`src/rtl/fifo_byte_rx_pkg.sv`:
```
// Shared types and frame-format constants for the serial byte receiver.
// The optional parity bit is enabled by defining FIFO_BYTE_RX_PARITY_EN.
package fifo_byte_rx_pkg;

   typedef enum logic [2:0] {
      ST_IDLE   = 3'd0,
      ST_START  = 3'd1,
      ST_DATA   = 3'd2,
      ST_PARITY = 3'd3,
      ST_STOP   = 3'd4,
      ST_BREAK  = 3'd5
   } state_t;

   localparam int DATA_BITS = 8;
   localparam int STOP_BITS = 1;

endpackage

```
`src/rtl/rx_sync2.sv`:
```
// Two-flop synchronizer for the serial line.
// Resets to 1 so an idle-high line shows no false edge after reset.
module rx_sync2 (
   input  logic clk_i,
   input  logic rst_ni,
   input  logic d_i,
   output logic q_o
);

   logic s1_q;
   logic s2_q;

   always_ff @(posedge clk_i or negedge rst_ni) begin
      if (!rst_ni) begin
         s1_q <= 1'b1;
         s2_q <= 1'b1;
      end else begin
         s1_q <= d_i;
         s2_q <= s1_q;
      end
   end

   assign q_o = s2_q;

endmodule

```
`src/rtl/fifo_byte_rx.sv`:
```
// Serial byte receiver feeding the byte FIFO write port (DB/wr).
// Define FIFO_BYTE_RX_PARITY_EN to add an even-parity bit and parity_err.
module fifo_byte_rx
   import fifo_byte_rx_pkg::*;
#(
   parameter int CLKS_PER_BIT = 16,
   parameter int DROP_W       = 8
) (
   input  logic              Clk,
   input  logic              Rst,
   input  logic              rx,
   input  logic              overflow,
   output logic [7:0]        DB,
   output logic              wr,
   output logic              frame_err,
`ifdef FIFO_BYTE_RX_PARITY_EN
   output logic              parity_err,
`endif
   output logic [DROP_W-1:0] drop_cnt,
   output logic              busy
);

   localparam int TW = $clog2(CLKS_PER_BIT);
   localparam logic [TW-1:0] HALF_C = TW'(CLKS_PER_BIT / 2 - 1);
   localparam logic [TW-1:0] FULL_C = TW'(CLKS_PER_BIT - 1);
   localparam logic [2:0]    LAST_C = 3'(DATA_BITS - 1);

   logic rxs;

   rx_sync2 u_sync (
      .clk_i  (Clk),
      .rst_ni (Rst),
      .d_i    (rx),
      .q_o    (rxs)
   );

   state_t                state_q, state_d;
   logic [TW-1:0]         tmr_q, tmr_d;
   logic [2:0]            bit_q, bit_d;
   logic [DATA_BITS-1:0]  sh_q, sh_d;
   logic [7:0]            db_q, db_d;
   logic                  wr_q, wr_d;
   logic                  ferr_q, ferr_d;
   logic [DROP_W-1:0]     drop_q, drop_d;
   logic                  rxs_prev_q;
   logic                  par_ok;

`ifdef FIFO_BYTE_RX_PARITY_EN
   logic par_q, par_d;
   logic perr_q, perr_d;

   assign par_ok = ~(^sh_q ^ par_q);
`else
   assign par_ok = 1'b1;
`endif

   always_comb begin
      state_d = state_q;
      tmr_d   = tmr_q + 1'b1;
      bit_d   = bit_q;
      sh_d    = sh_q;
      db_d    = db_q;
      wr_d    = 1'b0;
      ferr_d  = 1'b0;
      drop_d  = drop_q;
`ifdef FIFO_BYTE_RX_PARITY_EN
      par_d   = par_q;
      perr_d  = 1'b0;
`endif
      unique case (state_q)
         ST_IDLE: begin
            tmr_d = '0;
            if (rxs_prev_q && !rxs) state_d = ST_START;
         end
         ST_START: begin
            if (tmr_q == HALF_C) begin
               tmr_d   = '0;
               bit_d   = '0;
               state_d = rxs ? ST_IDLE : ST_DATA;
            end
         end
         ST_DATA: begin
            if (tmr_q == FULL_C) begin
               tmr_d = '0;
               sh_d  = {rxs, sh_q[DATA_BITS-1:1]};
               bit_d = bit_q + 1'b1;
               if (bit_q == LAST_C) begin
`ifdef FIFO_BYTE_RX_PARITY_EN
                  state_d = ST_PARITY;
`else
                  state_d = ST_STOP;
`endif
               end
            end
         end
`ifdef FIFO_BYTE_RX_PARITY_EN
         ST_PARITY: begin
            if (tmr_q == FULL_C) begin
               tmr_d   = '0;
               par_d   = rxs;
               state_d = ST_STOP;
            end
         end
`endif
         ST_STOP: begin
            if (tmr_q == FULL_C) begin
               tmr_d = '0;
               if (!rxs) begin
                  ferr_d  = 1'b1;
                  state_d = ST_BREAK;
               end else begin
                  state_d = ST_IDLE;
                  if (!par_ok) begin
`ifdef FIFO_BYTE_RX_PARITY_EN
                     perr_d = 1'b1;
`endif
                  end else if (overflow) begin
                     if (drop_q != '1) drop_d = drop_q + 1'b1;
                  end else begin
                     db_d = sh_q;
                     wr_d = 1'b1;
                  end
               end
            end
         end
         ST_BREAK: begin
            tmr_d = '0;
            if (rxs) state_d = ST_IDLE;
         end
         default: begin
            tmr_d   = '0;
            state_d = ST_IDLE;
         end
      endcase
   end

   always_ff @(posedge Clk or negedge Rst) begin
      if (!Rst) begin
         state_q    <= ST_IDLE;
         tmr_q      <= '0;
         bit_q      <= '0;
         sh_q       <= '0;
         db_q       <= '0;
         wr_q       <= 1'b0;
         ferr_q     <= 1'b0;
         drop_q     <= '0;
         rxs_prev_q <= 1'b1;
      end else begin
         state_q    <= state_d;
         tmr_q      <= tmr_d;
         bit_q      <= bit_d;
         sh_q       <= sh_d;
         db_q       <= db_d;
         wr_q       <= wr_d;
         ferr_q     <= ferr_d;
         drop_q     <= drop_d;
         rxs_prev_q <= rxs;
      end
   end

`ifdef FIFO_BYTE_RX_PARITY_EN
   always_ff @(posedge Clk or negedge Rst) begin
      if (!Rst) begin
         par_q  <= 1'b0;
         perr_q <= 1'b0;
      end else begin
         par_q  <= par_d;
         perr_q <= perr_d;
      end
   end

   assign parity_err = perr_q;
`endif

   assign DB        = db_q;
   assign wr        = wr_q;
   assign frame_err = ferr_q;
   assign drop_cnt  = drop_q;
   assign busy      = (state_q != ST_IDLE);

endmodule

```
`config.mk`:
```
export PLATFORM = sky130hd
export DESIGN_NAME = fifo_byte_rx
export DESIGN_NICKNAME = d
export VERILOG_FILES = /design/src/rtl/fifo_byte_rx_pkg.sv /design/src/rtl/rx_sync2.sv /design/src/rtl/fifo_byte_rx.sv
export SDC_FILE = /design/constraint.sdc
export NUM_CORES = 1
export LEC_CHECK = 0
export CORE_MARGIN = 8
export CORE_UTILIZATION = 59
export CTS_CLUSTER_DIAMETER = 80
export DETAILED_ROUTE_END_ITERATION = 7
export DONT_BUFFER_PORTS = 1
export PLACE_DENSITY = 0.85
export SYNTH_ARGS = -nofsm -noshare
export SYNTH_HDL_FRONTEND = slang
export SYNTH_HIERARCHICAL = 1
export SYNTH_SLANG_ARGS = --single-unit
```
`constraint.sdc`:
```
create_clock -name Clk -period 1.9 [get_ports Clk]
set_input_delay 0.19 -clock Clk [delete_from_list [all_inputs] [get_ports Clk]]
set_output_delay 0.19 -clock Clk [all_outputs]
set_load 0.05 [all_outputs]
```
==> impl_metrics.tcl, run 1 <==
set metrics [dict create \
    outcome "completed" \
    ys_seq_area_share_pct 56.0 \
    ys_ff_latch 39 \
    routabilityCongestion 0.895 \
    leakage_uw 0.00101 \
    synthTopCellsByCount "dfrtp_1, mux2_2, nor2_1" \
    power.density_nw_per_um2 924 \
    yosysMostFrequentCell "dfrtp_1" \
    grtUsageMet1_pct 16.7 \
    met2_usage_pct 21.8 \
    die_area_um2 4970 \
    crit_type "reg -> reg" \
    ys.warnings.count 6 \
    finalSetupViolCount 0 \
    root_buffer "clkbuf_4" \
    setup_ws_ps 94.6 \
    grt.overflow.total 0 \
    die_width_um 70.5 \
    fmax_ghz 0.554 \
    fin_crit_ps 1810 \
    tightest_slew_ps 494 \
    hpwl_um 2480 \
    io_pins 23 \
    reg2reg_depth 6 \
    antenna_left 0 \
    grt_start_max_net_pins 40 \
    fin_area_um2 2020 \
    core-area_um2 2780 \
    busiest_layer "met2" \
    synth_top_area_cell "dfrtp_1" \
    max_slew_margin_pct 67.1 \
    track_usage_pct 14.2 \
    insertion_delay_ps 350 \
    vias 1211 \
    numPortBuffers 0 \
    syn_inst 145 \
    cp_data_required_time_ps 2140 \
    report.final.hold_viol_count 0 \
    first_pass_iters 4 \
    viasPerCell 6.09 \
    hold_path.class "in -> reg" \
    finClkSkew_ps 12.9 \
    synth_cell_type_count 33 \
    whs_path_depth 2 \
    crit_arrival_ps 2050 \
    grt_pass1_vias 1174 \
    synth_top_area_share_pct 51.5 \
    grt_pass1_wl_um 5650 \
    insertedDiodeCount 0 \
    start_util_pct 62.9 \
    drive_gt1_share_pct 31.5 \
    fin_nets 175 \
    layout.cells.non_filler 199 \
    whs_ps 71.1 \
    syn_nets 153 \
    cts_tree "yes" \
    syn_avg_cell_area_um2 12.1 \
    report.final.slew_viol_count 0 \
    cap_violations 0 \
    synth_area_leaders "dfrtp_1, mux2_2, dfstp_2" \
    synth-edff-count 0 \
    placed_area_um2 1890 \
    rows 19 \
    min_period_over_period_pct 95.0 \
    peakVddDrop_uv 888 \
    clockBufferDepth 2 \
    ys_async_sr_fraction_pct 100 \
    wl_per_cell_um 16.8 \
    drt_wl_total_um 3350 \
    clock_sinks 39 \
    ys.flop_type "dfrtp_1" \
    dp.cells 188 \
    dr.first_iter.drc_count 91 \
    numCtsBuffers 5 \
    mappedNetlistArea_um2 1750 \
    drc 0 \
    fp.dieH_um 70.5 \
    antenna_found_initial 0 \
    clk_pin_slew_ps 110 \
    start_kind "flop" \
    area_growth_pct 15.2 \
    grtUsageMet3_pct 6.64 \
    post-cts-setup-buffers 0 \
    crit_fanout 9 \
    cts_max_level 2 \
    pre_cts_slack_ps 62.5 \
    worst_setup_path_end_kind "flop" \
]
==> worst max-delay path: stages (launching register included) <==
cell     delay, ps
dfrtp_1        400
ha_1           240
and2_1         170
nand4_1        140
nor3b_2        200
buf_4          200
mux2_2         350
==> repair_timing <==
item                       4_1_cts  5_1_grt
hold endpoints to repair        40        0
hold buffers                     3        0
setup endpoints to repair        0        8
gates resized for setup          0        1
==> layout make-up <==
| class | count | area (um^2) |
|---|---|---|
| fillers | 196 | 764 |
| multi-input cells | 99 | 742 |
| repair buffers | 20 | 168 |
| well taps | 31 | 38.8 |
| inverters | 2 | 7.51 |
| flip-flops and latches | 39 | 980 |
| clock inverters | 3 | 43.8 |
| clock buffers | 5 | 37.5 |
==> worst paths after layout <==
path	slack (ps)	endpoint	startpoint
min in group asynchronous	270	DB[2]$_DFFE_PN0P_	Rst
worst min-delay path	70	wr$_DFF_PN0_	overflow
worst max-delay path	90	DB[6]$_DFFE_PN0P_	tmr_q[0]$_DFF_PN0_
max in group asynchronous	1360	u_sync/q_o$_DFF_PN1_	Rst
worst max register to register	90	DB[6]$_DFFE_PN0P_	tmr_q[0]$_DFF_PN0_
worst min register to register	370	u_sync/q_o$_DFF_PN1_	u_sync/s1_q$_DFF_PN1_
==> metrics by stage <==
step / power [uW] / utilization (%) / TNS [ps]
6_report: 1860 / 72.5 / 0
5_1_grt: 1950 / 72.5 / -14.4
4_1_cts: 1870 / 72.3 / 0
3_5_place_dp: 1300 / 68.0 / 0
3_3_place_gp: 1270 / 68.0 / 0
2_1_floorplan: 1190 / - / 0
==> report_power, final <==
group          switching, uW  total [uW]  internal (uW)
clock                    275         551            277
combinational            232         380            148
sequential              49.9         932            882
==> cells in the final DEF, fill, tap and decap left out, types with 3 or more instances in the layout <==
cell type and instances:
nor2b_1 4, nand4_1 3, nand3_1 4, ha_1 4, and3_1 3, o21ai_0 4, clkbuf_4 5, nor2_1 14
xor2_1 6, buf_4 17, nor3_1 3, mux2_2 20, dfstp_2 3, nor4_1 4, a21oi_1 5, dfrtp_1 36
nand2_1 5
==> logic make-up (layout without fill, tap and decap cells) <==
| family | Yosys count | in the layout | synth area share [%] |
|---|---|---|---|
| buffers and inverters | 7 | 30 | 1.93 |
| AO/OA/AOI/OAI | 18 | 18 | 6.65 |
| multiplexers | 20 | 20 | 12.9 |
| adder cells (fa/ha/maj) | 4 | 4 | 2.86 |
| AND/OR/NAND/NOR | 49 | 49 | 15.7 |
| XOR/XNOR | 8 | 8 | 4.00 |
| flip-flops | 39 | 39 | 56.0 |
==> per-layer routing <==
metal,vias up,routed length [um]
met1,604,1460
li1,570,-
met2,30,1600
met5,-,0
met3,7,234
met4,0,46
==> registers in the layout, summed over array words and instances, names as in the netlist <==
signal,cells
DB,8
bit_q,3
drop_cnt,8
frame_err,1
rxs_prev_q,1
sh_q,8
state_q,3
tmr_q,4
u_sync/q_o,1
u_sync/s1_q,1
wr,1
No activity file was read; power rests on OpenSTA's default activity.
==> inputs of run 2 (changes only) <==
ABC_CLOCK_PERIOD_IN_PS = 1900   (was not set)
CTS_CLUSTER_DIAMETER = 50   (was 80)
==> results of run 2 <==
Final layout, timing and power as in run 1 (identical DEF).
